File: src/rtl/dsp_mem_readback.sv
// Host-side read responder for the per-unit DSP memory space. It decodes a
// unit/cmd-wave address, strobes the owning unit, waits out the memory latency
// and returns the word.

module dsp_mem_readback #(
    parameter int DATA_WIDTH = 32,
    parameter int N_DSP_UNIT = 2,
    parameter int RD_LATENCY = 2
) (
    input  logic                               clk,
    input  logic                               reset,
    input  logic [13+$clog2(N_DSP_UNIT)-1:0]   rd_req_addr,
    input  logic                               rd_req_valid,
    output logic                               rd_req_ready,
    output logic [DATA_WIDTH-1:0]              rd_resp_data,
    output logic                               rd_resp_err,
    output logic                               rd_resp_valid,
    input  logic                               rd_resp_ready,
    output logic [12:0]                        mem_read_addr,
    output logic [N_DSP_UNIT-1:0]              mem_read_en,
    input  logic [N_DSP_UNIT*DATA_WIDTH-1:0]   mem_read_data,
    input  logic [13+$clog2(N_DSP_UNIT)-1:0]   mem_write_addr,
    input  logic                               mem_write_en
);
    localparam int UW = $clog2(N_DSP_UNIT);
    localparam int AW = 13 + UW;
    localparam int CW = $clog2(RD_LATENCY + 1);
    localparam logic [UW:0] N_UNITS = (UW+1)'(N_DSP_UNIT);

    typedef enum logic [1:0] {IDLE, ISSUE, WAIT, RESP} state_t;

    state_t                  state_q, state_d;
    logic [UW-1:0]           unit_q, unit_d;
    logic [12:0]             local_q, local_d;
    logic [CW-1:0]           cnt_q, cnt_d;
    logic                    req_ready_d, resp_valid_d, resp_err_d, strobe_d;
    logic [DATA_WIDTH-1:0]   resp_data_d, sel_data;
    logic [12:0]             rd_addr_d;
    logic [N_DSP_UNIT-1:0]   rd_en_d;

    logic [UW-1:0] req_unit, wr_unit;
    logic          req_err;
    logic          unused_wr_local;

    assign req_unit        = rd_req_addr[AW-1:13];
    assign wr_unit         = mem_write_addr[AW-1:13];
    assign unused_wr_local = ^mem_write_addr[12:0];
    assign req_err = ({1'b0, req_unit} >= N_UNITS) ||
                     (!rd_req_addr[12] && rd_req_addr[11:10] != 2'b00);

    always_comb begin
        sel_data = '0;
        for (int i = 0; i < N_DSP_UNIT; i++) begin
            if (unit_q == UW'(i)) sel_data = mem_read_data[i*DATA_WIDTH +: DATA_WIDTH];
        end
    end

    // The collision check looks at the write bus in the cycle before the strobe
    // cycle, so that mem_read_en can leave the block straight from a flop.
    always_comb begin
        // NOTE: every variable gets a default first so no path infers a latch.
        state_d      = state_q;
        unit_d       = unit_q;
        local_d      = local_q;
        cnt_d        = cnt_q;
        req_ready_d  = rd_req_ready;
        resp_valid_d = rd_resp_valid;
        resp_err_d   = rd_resp_err;
        resp_data_d  = rd_resp_data;
        rd_addr_d    = mem_read_addr;
        strobe_d     = 1'b0;
        case (state_q)
            IDLE: begin
                req_ready_d = 1'b1;
                if (rd_req_valid && rd_req_ready) begin
                    req_ready_d = 1'b0;
                    unit_d      = req_unit;
                    local_d     = rd_req_addr[12:0];
                    if (req_err) begin
                        state_d      = RESP;
                        resp_valid_d = 1'b1;
                        resp_err_d   = 1'b1;
                        resp_data_d  = '0;
                    end else begin
                        state_d  = ISSUE;
                        strobe_d = !(mem_write_en && wr_unit == req_unit);
                        if (strobe_d) rd_addr_d = rd_req_addr[12:0];
                    end
                end
            end
            ISSUE: begin
                if (|mem_read_en) begin
                    state_d = WAIT;
                    cnt_d   = CW'(RD_LATENCY);
                end else if (!(mem_write_en && wr_unit == unit_q)) begin
                    strobe_d  = 1'b1;
                    rd_addr_d = local_q;
                end
            end
            WAIT: begin
                cnt_d = cnt_q - CW'(1);
                if (cnt_q == CW'(1)) begin
                    state_d      = RESP;
                    resp_valid_d = 1'b1;
                    resp_err_d   = 1'b0;
                    resp_data_d  = sel_data;
                end
            end
            RESP: begin
                if (rd_resp_ready) begin
                    state_d      = IDLE;
                    resp_valid_d = 1'b0;
                    req_ready_d  = 1'b1;
                end
            end
            default: state_d = IDLE;
        endcase
        for (int i = 0; i < N_DSP_UNIT; i++) begin
            rd_en_d[i] = strobe_d && (unit_d == UW'(i));
        end
    end

    // NOTE: sequential state uses non-blocking assignments only.
    always_ff @(posedge clk or negedge reset) begin
        if (!reset) begin
            state_q       <= IDLE;
            unit_q        <= '0;
            local_q       <= '0;
            cnt_q         <= '0;
            rd_req_ready  <= 1'b0;
            rd_resp_valid <= 1'b0;
            rd_resp_err   <= 1'b0;
            rd_resp_data  <= '0;
            mem_read_en   <= '0;
            mem_read_addr <= '0;
        end else begin
            state_q       <= state_d;
            unit_q        <= unit_d;
            local_q       <= local_d;
            cnt_q         <= cnt_d;
            rd_req_ready  <= req_ready_d;
            rd_resp_valid <= resp_valid_d;
            rd_resp_err   <= resp_err_d;
            rd_resp_data  <= resp_data_d;
            mem_read_en   <= rd_en_d;
            mem_read_addr <= rd_addr_d;
        end
    end

endmodule

File: config.mk
export PLATFORM = sky130hd
export DESIGN_NAME = dsp_mem_readback
export DESIGN_NICKNAME = d
export VERILOG_FILES = /design/src/rtl/dsp_mem_readback.sv
export SDC_FILE = /design/constraint.sdc
export NUM_CORES = 1
export LEC_CHECK = 0
export ABC_AREA = 0
export BUFFER_PORTS_ARGS = -buffer_cell sky130_fd_sc_hd__clkbuf_2
export CAP_MARGIN = 20
export CORE_MARGIN = 2
export CORE_UTILIZATION = 40
export DETAILED_ROUTE_END_ITERATION = 16
export GPL_ROUTABILITY_DRIVEN = 1
export GPL_TIMING_DRIVEN = 0
export PLACE_DENSITY = 0.72
export SLEW_MARGIN = 20
export SYNTH_ARGS = -nofsm -noshare
export SYNTH_HDL_FRONTEND = slang
export SYNTH_SLANG_ARGS = --single-unit
export TNS_END_PERCENT = 20
File: constraint.sdc
create_clock -name clk -period 1.8 [get_ports clk]
set_input_delay 0.27 -clock clk [delete_from_list [all_inputs] [get_ports clk]]
set_output_delay 0.27 -clock clk [all_outputs]
set_load 0.005 [all_outputs]
==> results.toml <==
[worst_setup_path]
reg2reg_from = "state_q[0]"
worst_r2r_endpoint = "mem_read_addr[4]"
arrival_ps = 2080
reg2reg_depth = 8
cp-end-kind = "flip-flop"
crit_path_max_fanout = 7
crit_type = "flip-flop to flip-flop"
required_ps = 2020
r2r_slack_ps = -60
start_kind = "flip-flop"

[detailed_routing]
wl_per_cell_um = 15.0
vias = 2524
first_pass_iters = 4
via_per_inst = 4.93
drt_iter0_drc = 26
drt.antenna.violating_nets = 0
drc_errors = 0
wl_um = 7700

[clock_network]
cts_buffers = 9
clk_latency_ps = 340
cts.root.buffer_cell = "clkbuf_8"
htree_levels = 3
cts.path.max_buffers = 2
cts_tree = "done"
clock_sinks = 68
cts.clk_slew.worst_paths_ps = 80

[run_status]
violations = "negative setup slack"
status = "complete, but fails checks"

[yosys]
syn-num-nets = 345
synth_mux_area_share_pct = 25.9
synth_cells = 242
async_flop_share_pct = 100
synth-xor-area-share_pct = 0.764
synth_cell_type_count = 34
synthAdderAreaFrac_pct = 2.29
synth-compound-area-share_pct = 12.5
synth-simple-area-share_pct = 3.25
synth_edf_count = 0
syn_area_um2 = 3280
seq_area_frac_synth_pct = 51.9
synth_top_family_by_area = "multiplexers"
yosysWarnings = 0
synth_area_per_cell_um2 = 13.5
synth_top_flop_cell = "dfrtp_1"
ys_ff_latch = 68

[worst_hold_path]
min_to = "local_q[7]"
holdPathStages = 2
hold_start = "rd_req_addr[7]"
hp-class = "primary input to flip-flop"

[timing]
slew_headroom_pct = 52.5
finalSetupViolCount = 14
rsz0062_at_grt = "true"
setup_ws_ps = -55.5
tightest_slew_ps = 713
hold_viol = 0
tns_ps = -453
max_freq_mhz = 539
holdWs_ps = 175
fin_crit_sh_pct = 103
period_needed_ps = 1860
slew_viol_final = 0
fin_worst_skew_ps = 7.91

[die]
core_area_um2 = 8090
dieArea_um2 = 8930
die_w_um = 94.5
ios = 147
start_util_pct = 40.5
die_height_um = 94.5
rows = 33

[global_route]
antenna_found_initial = 0
overflow = 0
grt_pass1_vias = 2307
grt_max_degree = 37
grt_usage_pct = 16.6
grt_first_pass_wirelength_um = 11400

[place]
place_congestion = 0.736
dp.final_hpwl_um = 5590
port_buffers = 133

[cells_and_area]
seqCellArea_um2 = 1700
num-nets-final = 506
fillerInstances = 710
multi_input_area_um2 = 1500
area_delta_synth_final_pct = 39.1
diodes = 0
mostFrequentLayoutCells = "clkbuf_2 (132), dfrtp_1 (68), mux2i_1 (35)"
drive_gt1_share_pct = 56.5
mostFrequentLayoutCell = "clkbuf_2"

[run]
max-cap-violations = 0

[power]
leakage_nw = 2.31
power_density_nw_per_um2 = 1780
ir_drop_mv = 0.820
power_mw = 8.12
## worst max path at each step
stage	from	cells past startpoint	endpoint
2_1_floorplan	state_q[0]	8	mem_read_addr[10]
3_3_place_gp	state_q[1]	8	rd_resp_data[24]
3_5_place_dp	state_q[1]	8	rd_resp_data[24]
4_1_cts	state_q[0]	8	mem_read_addr[12]
5_1_grt	state_q[0]	8	mem_read_addr[4]
6_report	state_q[0]	8	mem_read_addr[4]
## critical path: stages, from the launching register on
cell	delay, ps
dfrtp_1	410
inv_2	110
ha_4	140
buf_8	130
nand3_4	100
o22ai_4	150
o211a_4	240
clkbuf_16	170
mux2_4	290
## synth_stat cells (2+ instances only)
master	n	area share [%]
nor2_1	4	0.46
mux2_4	10	4.6
o2bb2ai_1	32	8.6
inv_1	6	0.69
o21ai_0	5	0.76
nand2b_1	3	0.57
a21oi_1	2	0.31
mux2i_1	35	11
nand2_1	5	0.57
mux2_2	31	11
and2_1	2	0.38
ha_1	6	2.3
clkbuf_1	3	0.34
buf_6	2	0.69
dfrtp_1	68	52
buf_2	9	1.4
nor2b_1	2	0.38
## final cells by class
class | instances | share of cell area [%]
Sequential cell | 68 | 37.3
Multi-Input combinational cell | 153 | 32.9
Timing Repair Buffer | 150 | 18.4
Clock buffer | 11 | 3.32
Buffer | 15 | 3.02
Tap cell | 105 | 2.88
Clock inverter | 4 | 1.59
Inverter | 6 | 0.494
## where the power goes
part	internal, mW	switching, mW
Clock	0.846	0.559
Sequential	2.20	0.342
Combinational	2.34	1.84
## stage by stage
stage / util (%) / instances / area (um^2) / setup WS, ps
after global routing: 56.3 / 512 / 4560 / -133
after global placement: 50.4 / 480 / 4080 / -189
after floorplan: - / 242 / 3280 / 4.03
after detailed placement: 50.7 / 481 / 4100 / -240
after CTS: 54.9 / 503 / 4450 / 1.95
final: 56.3 / 512 / 4560 / -55.5
## timing repair
item,in CTS,in global routing
resized for setup,18,8
setup buffers,6,8
hold buffers,1,0
pin swaps,2,3
setup endpoints to repair,44,53
gates cloned,0,1
endpoints found under the hold margin,32,0
## cells by family after synthesis
logic type / count (synthesis)
buffers and inverters: 21
AO/OA/AOI/OAI: 50
flip-flops: 68
AND/OR/NAND/NOR: 19
multiplexers: 76
adder cells (fa/ha/maj): 6
XOR/XNOR: 2
## routing by layer
| metal | GRT usage (%) | part of all wire [%] |
|---|---|---|
| met1 | 20.5 | 43 |
| met2 | 28.2 | 48 |
| met3 | 3.75 | 8.1 |
| met4 | 6.52 | 1.1 |
| met5 | 0 | 0 |
## registers in the layout (all words and copies together) (netlist names)
name and count:
rd_resp_data 32, local_q 13, mem_read_addr 13, cnt_q 2, mem_read_en 2, state_q 2
rd_req_ready 1, rd_resp_err 1, rd_resp_valid 1, unit_q 1
Note: power is estimated with default switching activity, not from simulation.
